--- config.mk ---
export PLATFORM = sky130hd
export DESIGN_NAME = arp_packet_receiver_flat
export DESIGN_NICKNAME = d
export VERILOG_FILES = /design/src/rtl/arp_packet_receiver_pkg.sv /design/src/rtl/arp_packet_receiver_if.sv /design/src/rtl/arp_preamble_detector.sv /design/src/rtl/arp_packet_receiver.sv /design/src/flat_wrapper.sv
export SDC_FILE = /design/constraint.sdc
export NUM_CORES = 1
export LEC_CHECK = 0
export BUFFER_PORTS_ARGS = -buffer_cell sky130_fd_sc_hd__buf_2
export CELL_PAD_IN_SITES_DETAIL_PLACEMENT = 1
export CELL_PAD_IN_SITES_GLOBAL_PLACEMENT = 1
export CORE_ASPECT_RATIO = 2
export CORE_MARGIN = 3
export CORE_UTILIZATION = 45
export DETAILED_ROUTE_END_ITERATION = 8
export PLACE_DENSITY_LB_ADDON = 0.1
export SETUP_SLACK_MARGIN = 0.02
export SYNTH_ARGS = -nofsm -noshare
export SYNTH_HDL_FRONTEND = slang
export SYNTH_SLANG_ARGS = --single-unit
--- constraint.sdc ---
create_clock -name clk -period 5 [get_ports clk]
set_input_delay 0.5 -clock clk [delete_from_list [all_inputs] [get_ports clk]]
set_output_delay 0.5 -clock clk [all_outputs]
set_load 0.005 [all_outputs]
--- src/rtl/arp_packet_receiver_pkg.sv ---
// Shared constants, field types and state encoding for the ARP frame receiver.
// Body offsets are byte positions counted from the first byte after the SFD.
package arp_packet_receiver_pkg;

  typedef logic [47:0] mac_address;
  typedef logic [31:0] ip_address;
  typedef logic [15:0] arp_operator;

  localparam logic [7:0]  PREAMBLE      = 8'h55;
  localparam logic [7:0]  SFD           = 8'hD5;
  localparam logic [15:0] ARP_ETHERTYPE = 16'h0806;
  localparam logic [15:0] HTYPE         = 16'h0001;
  localparam logic [15:0] PTYPE         = 16'h0800;
  localparam logic [7:0]  HLEN          = 8'd6;
  localparam logic [7:0]  PLEN          = 8'd4;
  localparam logic [7:0]  PADDING       = 8'h00;

  localparam arp_operator ARP_OP_REQUEST = 16'd1;
  localparam arp_operator ARP_OP_REPLY   = 16'd2;
  localparam mac_address  BROADCAST_MAC  = 48'hFFFF_FFFF_FFFF;

  localparam int BODY_BYTES     = 60;
  localparam int PREAMBLE_BYTES = 7;

  localparam int DST_OFS   = 0;
  localparam int ETYPE_OFS = 12;
  localparam int HTYPE_OFS = 14;
  localparam int PTYPE_OFS = 16;
  localparam int HLEN_OFS  = 18;
  localparam int PLEN_OFS  = 19;
  localparam int OPER_OFS  = 20;
  localparam int SHA_OFS   = 22;
  localparam int SPA_OFS   = 28;
  localparam int THA_OFS   = 32;
  localparam int TPA_OFS   = 38;
  localparam int PAD_OFS   = 42;

  typedef enum logic [1:0] {
    ST_IDLE,
    ST_PREAMBLE,
    ST_BODY,
    ST_CHECK
  } rx_state_e;

endpackage

--- src/rtl/arp_packet_receiver_if.sv ---
// Byte stream in, parsed ARP fields and result pulses out.
// The master side feeds bytes and my_mac; the slave side is the receiver.
interface arp_packet_receiver_if;
  import arp_packet_receiver_pkg::*;

  logic [7:0]  rx_data;
  logic        rx_valid;
  mac_address  my_mac;
  logic        pkt_valid;
  logic        pkt_error;
  arp_operator oper;
  mac_address  sha;
  mac_address  tha;
  ip_address   spa;
  ip_address   tpa;

  modport master (
    output rx_data, rx_valid, my_mac,
    input  pkt_valid, pkt_error, oper, sha, tha, spa, tpa
  );

  modport slave (
    input  rx_data, rx_valid, my_mac,
    output pkt_valid, pkt_error, oper, sha, tha, spa, tpa
  );
endinterface

--- src/rtl/arp_preamble_detector.sv ---
// Hunts for seven or more 0x55 bytes followed by the 0xD5 delimiter.
// sfd_found is high in the cycle the delimiter byte is presented, so the next byte is body byte 0.
module arp_preamble_detector
  import arp_packet_receiver_pkg::*;
(
  input  logic       clk,
  input  logic       rst,
  input  logic       hunt,
  input  logic       rx_valid,
  input  logic [7:0] rx_data,
  output logic       sfd_found
);

  localparam logic [2:0] COUNT_MAX = 3'(PREAMBLE_BYTES);

  rx_state_e  state_q;
  logic [2:0] count_q;

  assign sfd_found = hunt && rx_valid && (state_q == ST_PREAMBLE) &&
                     (rx_data == SFD) && (count_q == COUNT_MAX);

  // NOTE: sequential state uses non-blocking assignments so every register updates from pre-edge values.
  always_ff @(posedge clk) begin
    if (rst) begin
      state_q <= ST_IDLE;
      count_q <= '0;
    end else if (hunt && rx_valid) begin
      case (state_q)
        ST_IDLE: begin
          if (rx_data == PREAMBLE) begin
            state_q <= ST_PREAMBLE;
            count_q <= 3'd1;
          end
        end
        ST_PREAMBLE: begin
          if (rx_data == PREAMBLE) begin
            if (count_q != COUNT_MAX) count_q <= count_q + 3'd1;
          end else begin
            // Valid SFD hands off to the body; anything else aborts the hunt.
            state_q <= ST_IDLE;
            count_q <= '0;
          end
        end
        default: begin
          state_q <= ST_IDLE;
          count_q <= '0;
        end
      endcase
    end
  end

endmodule

--- src/rtl/arp_packet_receiver.sv ---
// Ethernet/ARP frame receiver: stores the 60-byte body after the SFD, validates it in a
// single CHECK cycle and publishes the ARP fields of good frames.
module arp_packet_receiver
  import arp_packet_receiver_pkg::*;
#(
  parameter bit CHECK_PADDING = 1'b1,
  parameter bit FILTER_DST    = 1'b1
) (
  input logic                 clk,
  input logic                 rst,
  arp_packet_receiver_if.slave bus
);

  localparam logic [5:0] LAST_IDX = 6'(BODY_BYTES - 1);

  rx_state_e  state_q;
  logic [5:0] idx_q;
  logic [7:0] body_q [BODY_BYTES];
  logic       sfd_found;

  arp_preamble_detector u_preamble (
    .clk       (clk),
    .rst       (rst),
    .hunt      (state_q == ST_IDLE),
    .rx_valid  (bus.rx_valid),
    .rx_data   (bus.rx_data),
    .sfd_found (sfd_found)
  );

  always_ff @(posedge clk) begin
    if (rst) begin
      state_q <= ST_IDLE;
      idx_q   <= '0;
    end else begin
      case (state_q)
        ST_IDLE: begin
          if (sfd_found) begin
            state_q <= ST_BODY;
            idx_q   <= '0;
          end
        end
        ST_BODY: begin
          if (bus.rx_valid) begin
            if (idx_q == LAST_IDX) state_q <= ST_CHECK;
            else                   idx_q   <= idx_q + 6'd1;
          end
        end
        ST_CHECK: begin
          state_q <= ST_IDLE;
          idx_q   <= '0;
        end
        default: state_q <= ST_IDLE;
      endcase
    end
  end

  // NOTE: the body buffer has no reset; every byte is rewritten before CHECK can read it.
  always_ff @(posedge clk) begin
    if (state_q == ST_BODY && bus.rx_valid) body_q[idx_q] <= bus.rx_data;
  end

  mac_address  rx_dst, rx_sha, rx_tha;
  ip_address   rx_spa, rx_tpa;
  arp_operator rx_oper;
  logic [15:0] rx_etype, rx_htype, rx_ptype;
  logic        pad_ok;

  // NOTE: every always_comb output gets a default first so no latch can be inferred.
  always_comb begin
    rx_dst = '0;
    rx_sha = '0;
    rx_tha = '0;
    rx_spa = '0;
    rx_tpa = '0;
    pad_ok = 1'b1;
    for (int i = 0; i < 6; i++) begin
      rx_dst = {rx_dst[39:0], body_q[DST_OFS + i]};
      rx_sha = {rx_sha[39:0], body_q[SHA_OFS + i]};
      rx_tha = {rx_tha[39:0], body_q[THA_OFS + i]};
    end
    for (int i = 0; i < 4; i++) begin
      rx_spa = {rx_spa[23:0], body_q[SPA_OFS + i]};
      rx_tpa = {rx_tpa[23:0], body_q[TPA_OFS + i]};
    end
    for (int i = PAD_OFS; i < BODY_BYTES; i++) begin
      if (body_q[i] != PADDING) pad_ok = 1'b0;
    end
  end

  assign rx_etype = {body_q[ETYPE_OFS], body_q[ETYPE_OFS + 1]};
  assign rx_htype = {body_q[HTYPE_OFS], body_q[HTYPE_OFS + 1]};
  assign rx_ptype = {body_q[PTYPE_OFS], body_q[PTYPE_OFS + 1]};
  assign rx_oper  = {body_q[OPER_OFS],  body_q[OPER_OFS + 1]};

  logic hdr_ok, oper_ok, dst_ok, frame_good, in_check;

  assign hdr_ok     = (rx_etype == ARP_ETHERTYPE) && (rx_htype == HTYPE) && (rx_ptype == PTYPE) &&
                      (body_q[HLEN_OFS] == HLEN) && (body_q[PLEN_OFS] == PLEN);
  assign oper_ok    = (rx_oper == ARP_OP_REQUEST) || (rx_oper == ARP_OP_REPLY);
  assign dst_ok     = (rx_dst == bus.my_mac) || (rx_dst == BROADCAST_MAC);
  assign frame_good = hdr_ok && oper_ok && (!CHECK_PADDING || pad_ok) && (!FILTER_DST || dst_ok);
  assign in_check   = (state_q == ST_CHECK);

  // Verdict is decoded in the CHECK cycle itself so my_mac is sampled there and nowhere else.
  assign bus.pkt_valid = in_check && frame_good;
  assign bus.pkt_error = in_check && !frame_good;

  arp_operator oper_q;
  mac_address  sha_q, tha_q;
  ip_address   spa_q, tpa_q;

  always_ff @(posedge clk) begin
    if (rst) begin
      oper_q <= '0;
      sha_q  <= '0;
      tha_q  <= '0;
      spa_q  <= '0;
      tpa_q  <= '0;
    end else if (bus.pkt_valid) begin
      oper_q <= rx_oper;
      sha_q  <= rx_sha;
      tha_q  <= rx_tha;
      spa_q  <= rx_spa;
      tpa_q  <= rx_tpa;
    end
  end

  // Fields show the new frame during the pkt_valid cycle, then the held copy.
  assign bus.oper = bus.pkt_valid ? rx_oper : oper_q;
  assign bus.sha  = bus.pkt_valid ? rx_sha  : sha_q;
  assign bus.tha  = bus.pkt_valid ? rx_tha  : tha_q;
  assign bus.spa  = bus.pkt_valid ? rx_spa  : spa_q;
  assign bus.tpa  = bus.pkt_valid ? rx_tpa  : tpa_q;

endmodule

--- src/flat_wrapper.sv ---
// flat-port wrapper written by rule: the top's interface ports become plain ports
module arp_packet_receiver_flat import arp_packet_receiver_pkg::*;
#(
  parameter bit CHECK_PADDING = 1'b1,
  parameter bit FILTER_DST    = 1'b1
)
  (clk, rst, bus_rx_data, bus_rx_valid, bus_my_mac, bus_pkt_valid, bus_pkt_error, bus_oper, bus_sha, bus_tha, bus_spa, bus_tpa);
  arp_packet_receiver_if bus_i ();
  input logic clk;
  input logic rst;
  input wire logic [$bits(bus_i.rx_data)-1:0] bus_rx_data;
  input wire logic [$bits(bus_i.rx_valid)-1:0] bus_rx_valid;
  input wire logic [$bits(bus_i.my_mac)-1:0] bus_my_mac;
  output wire logic [$bits(bus_i.pkt_valid)-1:0] bus_pkt_valid;
  output wire logic [$bits(bus_i.pkt_error)-1:0] bus_pkt_error;
  output wire logic [$bits(bus_i.oper)-1:0] bus_oper;
  output wire logic [$bits(bus_i.sha)-1:0] bus_sha;
  output wire logic [$bits(bus_i.tha)-1:0] bus_tha;
  output wire logic [$bits(bus_i.spa)-1:0] bus_spa;
  output wire logic [$bits(bus_i.tpa)-1:0] bus_tpa;
  assign bus_i.rx_data = bus_rx_data;
  assign bus_i.rx_valid = bus_rx_valid;
  assign bus_i.my_mac = bus_my_mac;
  assign bus_pkt_valid = bus_i.pkt_valid;
  assign bus_pkt_error = bus_i.pkt_error;
  assign bus_oper = bus_i.oper;
  assign bus_sha = bus_i.sha;
  assign bus_tha = bus_i.tha;
  assign bus_spa = bus_i.spa;
  assign bus_tpa = bus_i.tpa;
  arp_packet_receiver #(.CHECK_PADDING(CHECK_PADDING), .FILTER_DST(FILTER_DST)) u_core (.clk(clk), .rst(rst), .bus(bus_i));
endmodule
Yosys cells after proc, flatten, opt, wreduce, memory -nomap -nowiden

Memory sizes are Yosys's and may differ from the RTL's.
Index checks and enable logic that the tools add are counted.

Bits in registers: 189
Bits in writable memories: 480
Input port bits: 59
Memories: 1
Word-level logic and storage cells: 118

Multiplexer cells: 40
Equality and inequality tests: 24
Reduce and logical (&&, ||, !) cells: 42
Add/subtract/negate cells: 2

Memories:

| name          | words | bits a word | read ports | clocked after memory_dff | write ports | RTL line                  | text |
|---|---|---|---|---|---|---|---|
| u_core.body_q | 60    | 8           | 54         | 0                        | 1           | arp_packet_receiver.sv:18 | `logic [7:0] body_q [BODY_BYTES];` |

Operators by type and width:

| kind                                                                     | number |
|---|---|
| 8-bit nonzero test                                                       | 18 |
| 48-bit 2-to-1 mux                                                        | 2 |
| 32-bit 2-to-1 mux                                                        | 2 |
| 48-bit equality test                                                     | 1 |
| 48-bit equality test (second input constant)                             | 1 |
| 16-bit by 1-bit equality test with 1-bit output (second input constant)  | 2 |
| 16-bit by 12-bit equality test with 1-bit output (second input constant) | 2 |
| 1-bit 2-to-1 mux                                                         | 20 |
| 6-bit 2-to-1 mux                                                         | 3 |
| 6-bit one-hot mux with 3 select lines                                    | 1 |
| 16-bit by 2-bit equality test with 1-bit output (second input constant)  | 1 |
| 8-bit by 3-bit equality test with 1-bit output (second input constant)   | 2 |
| 16-bit 2-to-1 mux                                                        | 1 |
| 1-bit logical AND                                                        | 14 |
| 2-bit 2-to-1 mux                                                         | 5 |
| 3-bit 2-to-1 mux                                                         | 3 |
| 3-bit AND reduction                                                      | 3 |
| 8-bit by 7-bit equality test with 1-bit output (second input constant)   | 1 |
| 8-bit equality test (second input constant)                              | 1 |
| 2-bit inequality test (second input constant)                            | 4 |
| 2-bit one-hot mux with 2 select lines                                    | 2 |
| 6-bit by 1-bit adder with 6-bit output (second input constant)           | 1 |
| 6-bit equality test (second input constant)                              | 1 |
| 3-bit one-hot mux with 2 select lines                                    | 1 |
| other kinds (12)                                                         | 16 |

Depth between registers and ports, before layout

Depth in word-level cells: 23
Mapped depth: 9

Modules after synthesis

Synthesis repeated with hierarchy kept, for this count alone.

Cell total of the unflattened synthesis: 1,801
Area total of the unflattened synthesis: 24,588.6 µm²

By module, submodules not included:

| module                | cells an instance | area each (µm²) | instances |
|---|---|---|---|
| arp_packet_receiver   | 1,768             | 24,285.8        | 1 |
| arp_preamble_detector | 33                | 302.8           | 1 |

Least setup slack after synthesis

No wires, ideal clock.

Path type: input -> output
Start: in bus_my_mac[33]
End: out bus_sha[0]
Slack: 2.333 ns
Arrival time: 2.167 ns
Cell stages on the path: 9
Required time: 4.500 ns
Cells stage by stage: xor2_1 > nor4_1 > nand4_1 > o31a_1 > buf_2 > buf_6 > buf_6 > o31ai_4 > nand2_1

Cells in the longest elaborated chain, start to end: 5

Ends and longest elaborated chain:

| what                 | RTL line                   | text |
|---|---|---|
| start: declaration   | flat_wrapper.sv:13         | `input wire logic [$bits(bus_i.my_mac)-1:0] bus_my_mac;` |
| 48-bit equality test | arp_packet_receiver.sv:100 | `assign dst_ok = (rx_dst == bus.my_mac) \|\| (rx_dst == BROADCAST_MAC);` |
| 1-bit logical OR     | arp_packet_receiver.sv:100 |  |
| 1-bit logical AND    | arp_packet_receiver.sv:101 | `assign frame_good = hdr_ok && oper_ok && (!CHECK_PADDING \|\| pad_ok) && (!FILTER_DST \|\| dst_ok);` |
| 1-bit logical AND    | arp_packet_receiver.sv:105 | `assign bus.pkt_valid = in_check && frame_good;` |
| 48-bit 2-to-1 mux    | arp_packet_receiver.sv:130 | `assign bus.sha = bus.pkt_valid ? rx_sha : sha_q;` |
| end: declaration     | flat_wrapper.sv:17         | `output wire logic [$bits(bus_i.sha)-1:0] bus_sha;` |

No other way between the ends.

==> impl_metrics.json <==
{
  "peakVddDrop_mv": 0.351,
  "first_pass_iters": 5,
  "die_h_um": 336,
  "synth_edf_count": 432,
  "overflow": 0,
  "cap_violations": 0,
  "crit_chain": "nor4_1, nand4_1, nor4_2, nand4_1, buf_12, nor3_4, nor2b_1, buf_2",
  "htree_levels": 2,
  "finClkSkew_ns": 0.0219,
  "clock-root-buffer": "clkbuf_16",
  "critPathLaunchType": "flop",
  "hold_slack_ns": 0.237,
  "synth_warnings": 0,
  "powerDensity_nw_per_um2": 356,
  "synthTopCellsByArea": "edfxtp_1, dfxtp_1, o31ai_4",
  "syn_avg_cell_area_um2": 13.7,
  "grtUsageTotal": 0.245,
  "wl_per_cell_um": 26.7,
  "yosys.area.top_type": "edfxtp_1",
  "synthToLayoutAreaGrowth_pct": 14.3,
  "avgViaCountPerCell": 6.04,
  "max_freq_ghz": 0.213,
  "timing_hold_violations_final": 0,
  "nets": 2029,
  "grt_max_degree": 164,
  "cts_hold_buffers": 0,
  "ios": 237,
  "synth.most_common_cell": "edfxtp_1",
  "synthesis.nets": 1848,
  "crit_required_ns": 4.50,
  "synth_area_um2": 24400,
  "ys_async_sr_fraction": 0,
  "via_count": 16200,
  "cts.clk_slew.worst_paths_ns": 0.07,
  "crit_family": "simple AND/OR/NAND/NOR gates",
  "slowest_delay_ns": 0.62,
  "yosysSeqAreaShare": 0.685,
  "clock_sinks": 620,
  "slowest_stage": "nor4_1",
  "clkLatencyLatePin_ns": 0.61,
  "routabilityCongestion": 0.871,
  "grt_first_pass_wirelength_um": 107000,
  "synth_top_area_frac": 0.531,
  "port_buffers": 236,
  "critPathCaptureType": "primary output",
  "drt-initial-drc-count": 1167,
  "path_buf_inv": 2,
  "drcViolationCount": 0,
  "fp-row-count": 120,
  "p_leak_nw": 9.98,
  "rr_worst_depth": 8,
  "layout_min_cycle_time_ns": 4.70,
  "wl_um": 71600,
  "cts_tree": "done",
  "die_area_um2": 57300,
  "holdCritPathClass": "in -> reg",
  "placeableCoreArea_um2": 53600,
  "grt_pass1_vias": 17200,
  "cpMostUsedCell": "nand4_1",
  "dpl.hpwl_um": 43500,
  "cts_resized": 0,
  "fin_setup_tns_ns": 0,
  "numCtsBuffers": 54,
  "status": "finished, final reports clean",
  "diodes": 0,
  "layout_worst_path_cycle_share": 0.940,
  "synth_common_cells": "edfxtp_1, nand4_1, dfxtp_1, nand2_1, a21oi_1",
  "ys.flop_type": "edfxtp_1",
  "worstPathMaxFanout": 106,
  "drtAntennaViolNets": 0,
  "synthDistinctLibCells": 43,
  "crit_arrival_ns": 4.20,
  "hold_path_depth": 3,
  "antenna_found_initial": 0,
  "cts_setup_buffers": 0,
  "path_depth": 8,
  "start_util": 0.456,
  "crit_type": "reg -> out",
  "maxSlewHeadroom": 0.249,
  "setup_viol": 0,
  "drive_gt1_frac": 0.213,
  "fp.dieW_um": 171,
  "ys_ff_latch": 620,
  "clock_path_buffers": 3,
  "worst_slew_pin_slew_ns": 1.12,
  "slew_violations": 0,
  "grt_setup_unrepaired": "false",
  "synth_cells": 1784
}
[power breakdown]
group | internal (mW) | switching, mW
combinational | 0.0327 | 0.135
clock | 2.38 | 1.90
sequential | 5.48 | 0.000119
[flip-flops by register name (all words and copies together) (netlist names)]
signal,count
u_core.idx_q,6
u_core.state_q,2
u_core.oper_q,16
u_core.tha_q,48
u_core.body_q,432
u_core.u_preamble.count_q,3
u_core.spa_q,32
u_core.tpa_q,32
u_core.u_preamble.state_q,1
u_core.sha_q,48
[layer usage]
layer / share of wire / GRT usage
met1: 0.39 / 0.295
met2: 0.54 / 0.446
met3: 0.037 / 0.0266
met4: 0.038 / 0.0911
met5: 0 / 0
[layout make-up]
| type | count | area (um^2) |
|---|---|---|
| Clock buffer | 67 | 1450 |
| Clock inverter | 32 | 343 |
| Fill cell | 5374 | 25700 |
| Inverter | 4 | 15.0 |
| Multi-Input combinational cell | 1023 | 7030 |
| Sequential cell | 620 | 16700 |
| Tap cell | 671 | 840 |
| Timing Repair Buffer | 262 | 1510 |
[worst paths after layout]
kind / from / endpoint / slack [ns]
setup / recovery: u_core.body_q[51][3]$_DFFE_PP_ / bus_oper[5] / 0.30
hold / removal: bus_rx_valid / u_core.state_q[0]$_SDFFE_PP0P_ / 0.24
setup reg to reg: u_core.body_q[51][3]$_DFFE_PP_ / u_core.oper_q[4]$_SDFF_PP0_ / 1.20
hold reg to reg: u_core.tha_q[26]$_SDFF_PP0_ / u_core.tha_q[26]$_SDFF_PP0_ / 0.47
[worst reg2reg max path, delay by kind of cell (launching register included)]
| kind | cells | cell delay [ns] |
|---|---|---|
| buffers and inverters | 2 | 0.59 |
| flip-flops | 1 | 0.36 |
| AND/OR/NAND/NOR | 6 | 2.69 |
[metrics by stage]
stage	std cells	instance area, um^2	setup WS [ns]	power [mW]	util
after floorplan	1784	24400	2.33	5.63	-
after global placement	2580	26100	0.886	5.76	0.487
after detailed placement	2580	26100	0.944	5.76	0.487
after CTS	2679	27900	0.242	10.0	0.521
after global routing	2679	27900	0.0728	10.2	0.521
final	2679	27900	0.300	9.93	0.521
[placed cells by master (no fill, tap or decap), types with 6 or more instances in the layout]
master	count
a21oi_1	167
buf_12	10
buf_2	235
buf_4	16
bufinv_16	6
clkbuf_1	8
clkbuf_16	54
clkinv_1	8
clkinv_2	9
dfxtp_1	188
edfxtp_1	432
nand2_1	176
nand3_1	8
nand4_1	207
nor2_1	68
nor2b_1	17
nor3b_1	14
nor4_1	95
nor4b_1	13
o31ai_1	93
o31ai_4	70
xor2_1	53
[kinds of logic after synthesis]
family                   synth area share
XOR/XNOR                           0.0197
buffers and inverters              0.0286
adder cells (fa/ha/maj)           0.00256
AO/OA/AOI/OAI                       0.126
AND/OR/NAND/NOR                     0.139
flip-flops                          0.685
Note: power is estimated with default switching activity, not from simulation.
